[config.mk]
export PLATFORM = sky130hd
export DESIGN_NAME = bus_rr_scheduler
export DESIGN_NICKNAME = d
export VERILOG_FILES = /design/src/rtl/bus_rr_scheduler.sv
export SDC_FILE = /design/constraint.sdc
export NUM_CORES = 1
export LEC_CHECK = 0
export CAP_MARGIN = 5
export CORE_ASPECT_RATIO = 0.9
export CORE_UTILIZATION = 31
export DETAILED_ROUTE_END_ITERATION = 10
export PLACE_DENSITY = 0.68
export SLEW_MARGIN = 20
export SYNTH_ARGS = -nofsm -noshare
export SYNTH_HDL_FRONTEND = slang
export SYNTH_SLANG_ARGS = --single-unit
[constraint.sdc]
create_clock -name clk -period 8.15 [get_ports clk]
set_clock_uncertainty 0.05 [all_clocks]
set_input_delay 2.445 -clock clk [delete_from_list [all_inputs] [get_ports clk]]
set_output_delay 2.445 -clock clk [all_outputs]
set_load 0.02 [all_outputs]
[src/rtl/bus_rr_scheduler.sv]
// Round-robin owner of the shared broadcast bus: pops one packet from the winning
// terminal FIFO, decodes its destination ID and pushes it to one or all other terminals.
module bus_rr_scheduler #(
    parameter int              drvrs     = 4,
    parameter int              pckg_sz   = 16,
    parameter int              id_w      = 8,
    parameter logic [id_w-1:0] broadcast = id_w'(8'hFF)
) (
    input  logic                       clk,
    input  logic                       reset,
    input  logic [drvrs-1:0]           pndng,
    input  logic [drvrs*pckg_sz-1:0]   D_pop,
    output logic [drvrs-1:0]           pop,
    output logic [drvrs-1:0]           push,
    output logic [pckg_sz-1:0]         D_push,
    output logic [$clog2(drvrs)-1:0]   grant_id,
    output logic                       busy,
    output logic [15:0]                pkt_cnt,
    output logic [15:0]                drop_cnt
);
    // state | meaning
    // IDLE  | no transfer in flight, arbitrating from ptr
    // POP   | pop strobe to granted FIFO, head packet captured
    // PUSH  | packet on the bus to its destination(s), re-arbitrate from grant+1
    localparam int GW = $clog2(drvrs);

    typedef enum logic [1:0] {IDLE, POP, PUSH} state_t;

    state_t              state_q, state_d;
    logic [GW-1:0]       grant_q, grant_d;
    logic [GW-1:0]       ptr_q, ptr_d;
    logic [pckg_sz-1:0]  pkt_q, pkt_d;
    logic [15:0]         pkt_cnt_q, pkt_cnt_d;
    logic [15:0]         drop_cnt_q, drop_cnt_d;
    logic [id_w-1:0]     id;
    logic [GW-1:0]       next_g;
    logic [drvrs-1:0]    grant_oh;

    function automatic logic [GW-1:0] rr_pick(input logic [drvrs-1:0] req,
                                              input logic [GW-1:0]    start);
        logic found;
        int   idx;
        rr_pick = start;
        found   = 1'b0;
        for (int k = 0; k < drvrs; k++) begin
            idx = (int'(start) + k) % drvrs;
            if (!found && req[idx]) begin
                rr_pick = GW'(idx);
                found   = 1'b1;
            end
        end
    endfunction

    always_ff @(posedge clk) begin
        if (reset) begin
            state_q    <= IDLE;
            grant_q    <= '0;
            ptr_q      <= '0;
            pkt_q      <= '0;
            pkt_cnt_q  <= '0;
            drop_cnt_q <= '0;
        end else begin
            state_q    <= state_d;
            grant_q    <= grant_d;
            ptr_q      <= ptr_d;
            pkt_q      <= pkt_d;
            pkt_cnt_q  <= pkt_cnt_d;
            drop_cnt_q <= drop_cnt_d;
        end
    end

    always_comb begin
        state_d    = state_q;
        grant_d    = grant_q;
        ptr_d      = ptr_q;
        pkt_d      = pkt_q;
        pkt_cnt_d  = pkt_cnt_q;
        drop_cnt_d = drop_cnt_q;
        pop        = '0;
        push       = '0;
        D_push     = '0;
        id         = pkt_q[pckg_sz-1 -: id_w];
        next_g     = GW'((int'(grant_q) + 1) % drvrs);
        grant_oh   = drvrs'(1) << grant_q;
        case (state_q)
            IDLE: begin
                if (|pndng) begin
                    grant_d = rr_pick(pndng, ptr_q);
                    state_d = POP;
                end
            end
            POP: begin
                pop     = grant_oh;
                pkt_d   = D_pop[int'(grant_q)*pckg_sz +: pckg_sz];
                state_d = PUSH;
            end
            PUSH: begin
                D_push = pkt_q;
                ptr_d  = next_g;
                if (id == broadcast) begin
                    push      = ~grant_oh;
                    pkt_cnt_d = pkt_cnt_q + 16'd1;
                end else if (int'(id) < drvrs && int'(id) != int'(grant_q)) begin
                    push      = drvrs'(1) << id;
                    pkt_cnt_d = pkt_cnt_q + 16'd1;
                end else if (drop_cnt_q != 16'hFFFF) begin
                    drop_cnt_d = drop_cnt_q + 16'd1;
                end
                // Next winner is chosen here so back-to-back packets take two cycles each.
                if (|pndng) begin
                    grant_d = rr_pick(pndng, next_g);
                    state_d = POP;
                end else begin
                    state_d = IDLE;
                end
            end
            default: state_d = IDLE;
        endcase
    end

    assign busy     = (state_q == POP) || (state_q == PUSH);
    assign grant_id = grant_q;
    assign pkt_cnt  = pkt_cnt_q;
    assign drop_cnt = drop_cnt_q;

endmodule

# Yosys cells after proc, flatten, opt, wreduce, memory -nomap -nowiden
# Index checks and enable logic that the tools add are counted.
[totals]
regBits = 54
in_bits = 70
out_inout_bits = 59
[classes]
addsub = 9
magnitude_cmp = 9
eq_ne = 7
shift = 3
mux = 59
bitwise = 9
n_reduce_logical = 27
[op_table]
columns = ["operator", "n"]
rows = [
  ["$shiftx A64 B7 Y16", 1],
  ["$mux W16", 3],
  ["$mux W1", 33],
  ["$add A16 B1 Y16 const B", 2],
  ["$lt A3 B4 Y1 const B", 6],
  ["$mux W2", 9],
  ["$bmux W1 S2", 8],
  ["$mux W4", 4],
  ["$ne A16 B16 Y1 const B", 1],
  ["$reduce_or A2 Y1", 6],
  ["$add A2 B2 Y2 const B", 4],
  ["$eq A8 B8 Y1 const B", 1],
  ["$lt A8 B3 Y1 const B", 1],
  ["$ne A8 B3 Y1", 1],
  ["$shl A1 B8 Y4 const A", 1],
  ["$logic_and A1 B1 Y1", 7],
  ["$add A2 B1 Y2 const B", 3],
  ["$and A1 B1 Y1 const A", 6],
  ["$logic_not A1 Y1", 6],
  ["$lt A2 B3 Y1 const B", 2],
  ["$pmux W2 S3", 1],
  ["$ne A2 B2 Y1 const B", 2],
  ["$not A4 Y4", 1],
  ["$pmux W2 S2", 1],
  ["11 further kinds", 13],
]

# Depth between registers and ports, before layout
# Gate-level depths: netlist of run 1.
[logic_depth]
depth_word = 21
mapped_depth = 9
depth_no_buf = 7

# Worst setup path after synthesis of run 1
# No wires, ideal clock.
[synth_timing]
path_type = "register -> output"
from = "register grant_q[1], in the netlist grant_id[1]"
to = "output port push[0]"
arrival_time_ps = 1955
required_time_ps = 5655
setup_slack_ps = 3700
path_stages_with_launch = 8
n_path_buf = 3
path_cell_list = "dfxtp_1 > buf_2 > xnor2_2 > a2111oi_2 > buf_4 > buf_2 > nor3b_1 > o21a_1"
[synth_between]
elab_chain_cells = 5
[synth_lines]
columns = ["item", "line", "text"]
rows = [
  ["start, declared", "30", "logic [GW-1:0] grant_q, grant_d;"],
  ["start signal, assigned", "64", "grant_q <= grant_d;"],
  ["$ne A8 B3 Y1", "103", "end else if (int'(id) < drvrs && int'(id) != int'(grant_q)) begin"],
  ["$logic_and A1 B1 Y1", "103", ""],
  ["$mux W4", "103", ""],
  ["$mux W4 (*)", "100", "if (id == broadcast) begin"],
  ["$mux W4 (*)", "85", "case (state_q)"],
  ["end, declared", "14", "output logic [drvrs-1:0] push,"],
]
# Every way passes the cells marked *; elsewhere a longest branch is shown, timed or not.

# Final worst setup path of run 1
# Same ends and word-level chain as after synthesis.

==> summary.txt, run 1 <==
Run status
  – Outcome: complete, but fails checks
  – Failing checks: design-rule violations

Final layout
  – Final cell count without fillers: 618
  – # nets final: 568
  – Area occupied by multi-input gates: 2160 um2
  – Fill cell count: 1012
  – Share of cells above drive strength 1: 8.18%
  – Synth-to-layout area growth: 45.5%
  – Ant. Diodes: 0
  – Register Area: 1080 um2

STA
  – Setup TNS: 0 ns
  – Pins Over Slew Limit: 0
  – Final period util: 67.6%
  – Endpoints failing setup: 0
  – Min Tclk post-route: 5.51 ns
  – Fin. Hold Viols: 0
  – RSZ-0062 raised after global routing: no
  – Slew HR: 31.6%
  – Worst-margin pin slew: 1.02 ns
  – F_max: 0.181 GHz

Setup path
  – Critical path launch point type: register
  – Max FO, Critical Path: 22
  – Crit Path Class: register to output pin
  – Register-to-Register Path Depth: 6
  – Slowest stage delay, CP: 0.99 ns
  – Worst R2R End: drop_cnt[9]
  – Crit path required time: 5.66 ns
  – Slowest cell on crit path: dfxtp_1
  – CP cell instances: xnor2_2, a2111oi_4, buf_4, nor3b_1, o21a_1, clkdlybuf4s50_1
  – Flop2flop setup slack: 5.14 ns
  – WP data arrival: 3.02 ns
  – Crit end category: output pin
  – Crit. Startpoint: grant_id[1]
  – R2R Path Start: grant_id[1]

Logic synthesis
  – Post-Syn Instances: 373
  – Post-synthesis sequential area ratio: 32.1%
  – Synthesized flop and latch total: 54
  – Yosys cell types: 52
  – Synth Warn #: 0
  – Main synth FF type: dfxtp_1
  – Post-synth EDFFs: 0
  – Mean Syn Cell Area: 9.03 um2
  – Area contributors post-synth: dfxtp_1 (32%), mux4_2 (11%), mux2i_1 (5.6%)
  – Post-Synthesis Cell Area: 3370 um2
  – Post-synth ARST share: 0%
  – Yosys top cell area share: 32.1%
  – Mapped Nets: 453
  – Largest area contributor in the netlist: dfxtp_1

Power
  – Clk pwr share: 32.1%
  – Pint: 533 uW
  – Leakage: 0.00167 uW
  – Sequential share of power: 40.1%
  – Net switching power: 205 uW
  – Worst vdd ir: 75.6 uV
  – Comb pwr share: 27.8%
  – Pwr dens: 151 nW/um2
  – Switching part of the total: 27.8%

Floorplanning
  – CORE AREA: 10400 um2
  – Starting density of the core: 32.4%
  – Die Ht: 101 um
  – Die width: 112 um
  – I/O pins: 129
  – Die footprint: 11300 um2
  – Site Rows: 35

Placed design
  – Placed Instances: 610
  – Port bufs: 128
  – DP HPWL: 6.80 mm
  – RePlAce Congestion: 0.790

Route
  – WL final: 9.12 mm
  – # DRC: 9
  – DRT antenna net count: 0
  – Routed wire length per instance: 14.8 um
  – Routed vias/inst: 5.23
  – DRT Pass-1 Iters: 7
  – Initial drt markers: 150
  – Vias: 3232

GRT
  – Vias in the first global route: 3031
  – GR Util All Layers: 16.0%
  – Grt ovf: 0
  – First-pass GRT wire length: 14.6 mm
  – Initial antenna violation count: 0
  – Largest net degree at the start of global routing: 61

CTS
  – Sink Count: 54
  – Post-CTS Resized: 0
  – Clock transition at path regs: 0.07 ns
  – TritonCTS clock tree: done
  – Hold Buf Count CTS: 0
  – # Post-CTS Setup Buffers: 0
  – Clk buf depth: 2
  – Clock Latency Late Sink: 0.29 ns
  – H-tree depth: 2
  – Root Buffer: clkbuf_16
  – CTS Buf Count: 5

Min path
  – Hold path startpoint: pkt_q[3]
  – Hold depth: 2
  – HP Class: register to register
  – WHS Endpoint: pkt_q[3]

Run
  – Max Cap Viol: 0
power by group through the flow:
stage / logic, uW / registers [uW] / clock network, uW
floorplan: 136 / 296 / 0
finish: 206 / 296 / 237
global placement: 202 / 301 / 0
global route: 223 / 298 / 255
CTS: 208 / 296 / 246
detailed placement: 207 / 302 / 0
state kept, by name, indices dropped and copies added (netlist names):
register	cells
drop_cnt	16
grant_id	2
pkt_cnt	16
pkt_q	16
ptr_q	2
state_q	2
layout by cell type (no fill, tap or decap), types with 5 or more instances in the layout:
master / count
nand2_1: 14
nor2b_1: 7
ha_1: 9
mux2i_1: 19
nor3_1: 7
dfxtp_1: 54
a21oi_1: 18
xor2_1: 5
o21ai_0: 18
xnor2_1: 7
or3_1: 12
nor2_1: 46
mux4_2: 16
clkdlybuf4s50_1: 127
and4_1: 5
nand3_1: 10
inv_1: 9
clkbuf_16: 5
nand4_1: 10
and3_1: 6
and2_1: 27
cells in the mapped netlist (3+ instances only):
cell type and n:
xnor2_1 7, ha_1 10, mux2i_1 19, nor2b_1 7
buf_2 3, a21oi_1 18, mux2_2 4, and2_1 27
or3_1 12, dfxtp_1 54, o2111ai_1 3, and4_1 5
o21ai_0 18, mux4_2 16, nor3_1 7, or4_1 3
nor2_1 46, nand4_1 10, clkbuf_1 9, inv_1 9
buf_1 8, xor2_1 5, o31ai_1 3, o211ai_1 4
and3_1 6, nand2_1 14, nand3_1 10
cells by family (layout without fill, tap and decap cells):
family	count (synthesis)	count (layout)	share of synthesized area, %
AOI/OAI and AO/OA	65	65	12.9
xor gates and xnor gates	13	13	3.60
buffers and inverters	32	148	4.24
muxes	39	39	17.7
DFF	54	54	32.1
and+or+nand+nor	160	160	25.8
adders and majority gates	10	10	3.72
metal layers:
layer	part of all wire, %	vias to the layer above	GRT usage [%]	routed length, um
met3	4.5	7	2.65	411
met5	0	-	0	0
met4	1.1	0	4.47	97
met1	45	1555	20.5	4100
li1	-	1589	-	-
met2	49	81	27.9	4510
stage by stage:
step,hold slack [ns],cell area [um2],power (uW),util (%),setup WS [ns]
after CTS,0.439,4890,750,47.1,2.59
after detailed placement,0.422,4730,509,45.6,2.91
final,0.434,4900,738,47.2,2.64
after global routing,0.472,4900,776,47.2,2.42
after floorplan,0.402,3370,432,-,3.70
after global placement,0.417,4730,503,45.6,2.97
layout make-up:
cell class / instances / share of cell area [%]
Multi-Input combinational cell: 287 / 44.1
Sequential cell: 54 / 22.1
Clock inverter: 1 / 0.613
Inverter: 9 / 0.690
Timing Repair Buffer: 131 / 26.6
Clock buffer: 7 / 2.71
Tap cell: 129 / 3.30
worst max path at each step:
stage	cells past startpoint	slack (ns)	to
floorplan	7	3.70	push[0]
global placement	7	2.97	push[1]
detailed placement	6	2.91	push[0]
CTS	6	2.59	push[0]
global route	7	2.42	push[2]
finish	6	2.64	push[0]
worst max-delay path, delay by kind of cell (launching register included):
kind	cells	cell delay, ns
AND/OR/NAND/NOR	1	0.21
AO/OA/AOI/OAI	2	0.44
buffers and inverters	2	0.92
flip-flops	1	0.99
XOR/XNOR	1	0.15
No activity file was read; power rests on OpenSTA's default activity.
==> run 2: changes to the inputs <==
==> constraint.sdc (replaced) <==
create_clock -name clk -period 5.5 [get_ports clk]
set_clock_uncertainty 0.05 [all_clocks]
set_input_delay 1.65 -clock clk [delete_from_list [all_inputs] [get_ports clk]]
set_output_delay 1.65 -clock clk [all_outputs]
set_load 0.02 [all_outputs]
==> run 2 against run 1 <==
Against the previous run:
- the run still ends with design-rule violations left
- clock-buffer cell count decreased by 1
- combinational power is 52% higher
- sequential power is 46% higher
- sequential share of layout area fell by 0.18 points
- worst setup slack worse by 1.6 ns
- sequential cell count did not move
- largest cell class unchanged
- largest power group unchanged
==> summary.txt, run 2 (synthesized netlist as in run 1, its figures left out) <==
Route
  – DRT antenna net count: 0
  – Initial drt markers: 207
  – Vias: 3216
  – DRT Pass-1 Iters: 9
  – WL final: 8.97 mm
  – Routed vias/inst: 5.18
  – Routed wire length per instance: 14.5 um
  – # DRC: 9

Final layout
  – Most frequent cells in the layout: clkdlybuf4s50_1 (127), dfxtp_1 (54), nor2_1 (46), and2_1 (27), mux2i_1 (19)
  – Commonest non-fill, non-tap cell in the layout: clkdlybuf4s50_1
  – Ant. Diodes: 0
  – Final core area utilization: 47.6%
  – Final cell count without fillers: 621
  – Share of cells above drive strength 1: 8.74%
  – Synth-to-layout area growth: 46.7%
  – Design Area, Final: 4940 um2
  – # nets final: 571

STA
  – RSZ-0062 raised after global routing: no
  – Min Tclk post-route: 4.47 ns
  – Setup TNS: 0 ns
  – Final period util: 81.3%
  – Slew HR: 48.9%
  – Pins Over Slew Limit: 0
  – Worst-margin pin slew: 0.764 ns
  – Endpoints failing setup: 0
  – F_max: 0.224 GHz
  – Fin. Hold Viols: 0
  – Final hold slack: 0.437 ns

Floorplanning
  – Die width: 112 um
  – Die footprint: 11300 um2
  – I/O pins: 129
  – Starting density of the core: 32.4%
  – Die Ht: 101 um
  – Site Rows: 35
  – CORE AREA: 10400 um2

Power
  – Worst vdd ir: 110 uV
  – Pwr dens: 223 nW/um2
  – Leakage: 0.00170 uW

Placed design
  – DP HPWL: 6.71 mm
  – Port bufs: 128
  – RePlAce Congestion: 0.814
  – Post-DP Area: 4750 um2
  – Placed Instances: 612

GRT
  – First-pass GRT wire length: 14.3 mm
  – Vias in the first global route: 2932
  – Grt ovf: 0
  – Initial antenna violation count: 0
  – Largest net degree at the start of global routing: 61
  – GR Util All Layers: 15.5%

CTS
  – Clk buf depth: 2
  – Hold Buf Count CTS: 0
  – Clock transition at path regs: 0.07 ns
  – CTS Buf Count: 5
  – Root Buffer: clkbuf_16
  – Sink Count: 54
  – TritonCTS clock tree: done
  – H-tree depth: 2
  – Post-CTS Resized: 0
  – Clock Latency Late Sink: 0.29 ns
  – # Post-CTS Setup Buffers: 0

Min path
  – Hold depth: 2
  – HP Class: register to register

Setup path
  – Most used cell, CP: buf_4
  – Stages on the worst setup path: 7
  – Crit end category: output pin
  – Max FO, Critical Path: 24
  – Slowest cell on crit path: clkdlybuf4s50_1
  – R2R Path Start: grant_id[0]
  – CP top delay family: buffers and inverters
  – Flop2flop setup slack: 2.75 ns
  – Register-to-Register Path Depth: 7
  – Critical path launch point type: register
  – Worst R2R End: drop_cnt[15]
  – Crit Path Class: register to output pin
  – Slowest stage delay, CP: 0.61 ns
  – WP data arrival: 2.77 ns
  – CP endpoint: push[0]
  – Crit path required time: 3.80 ns
  – Buffer and inverter count on the worst path: 3
  – Crit. Startpoint: grant_id[0]
  – CP cell instances: buf_4, xnor2_1, a2111oi_4, buf_4, nor3b_1, o21a_1, clkdlybuf4s50_1

Run status
  – Outcome: complete, but fails checks
  – Failing checks: design-rule violations

Run
  – Max Cap Viol: 0
run 2: cell types whose count changed in the layout (fill, tap and decap cells not counted), sizes merged:
cell	delta
clkinvlp	+1
buf	+3
clkbuf	-1
run 2: worst min path at each step:
stage          startpoint  endpoint  slack (ns)
2_1_floorplan    pkt_q[0]  pkt_q[0]        0.40
5_1_grt          pkt_q[2]  pkt_q[2]        0.47
3_3_place_gp     pkt_q[2]  pkt_q[2]        0.42
4_1_cts          pkt_q[2]  pkt_q[2]        0.44
6_report         pkt_q[2]  pkt_q[2]        0.44
3_5_place_dp     pkt_q[2]  pkt_q[2]        0.42
run 2: power breakdown:
part	switching [uW]	leakage [uW]	internal (uW)
logic	148	0.00118	165
clock network	143	0.0000771	215
registers	19.2	0.000438	412
run 2: worst min-delay path: stages (launching register included):
cell     delay (ns)
dfxtp_1        0.32
mux2i_1        0.06
nor2_1         0.07
run 2: routing by layer:
layer  vias to the layer above  global-route usage (%)  part of all wire (%)
met5                         -                       0                     0
met4                         0                    3.95                   1.2
met3                         8                    2.53                   4.1
met2                        82                    26.9                    49
met1                      1526                    20.1                    45
li1                       1600                       -                     -
run 2: cell type report:
class | instances | area [um2]
Timing Repair Buffer | 134 | 1340
Clock inverter | 2 | 37.5
Inverter | 9 | 33.8
Sequential cell | 54 | 1080
Clock buffer | 6 | 129
Multi-Input combinational cell | 287 | 2160
Fill cell | 1010 | 5440
Tap cell | 129 | 161
run 2: stage by stage:
step	setup WS, ns	power [uW]
after floorplan	1.85	640
after global placement	1.35	746
after detailed placement	1.28	755
after CTS	0.968	1120
after global routing	0.745	1160
final	1.03	1100
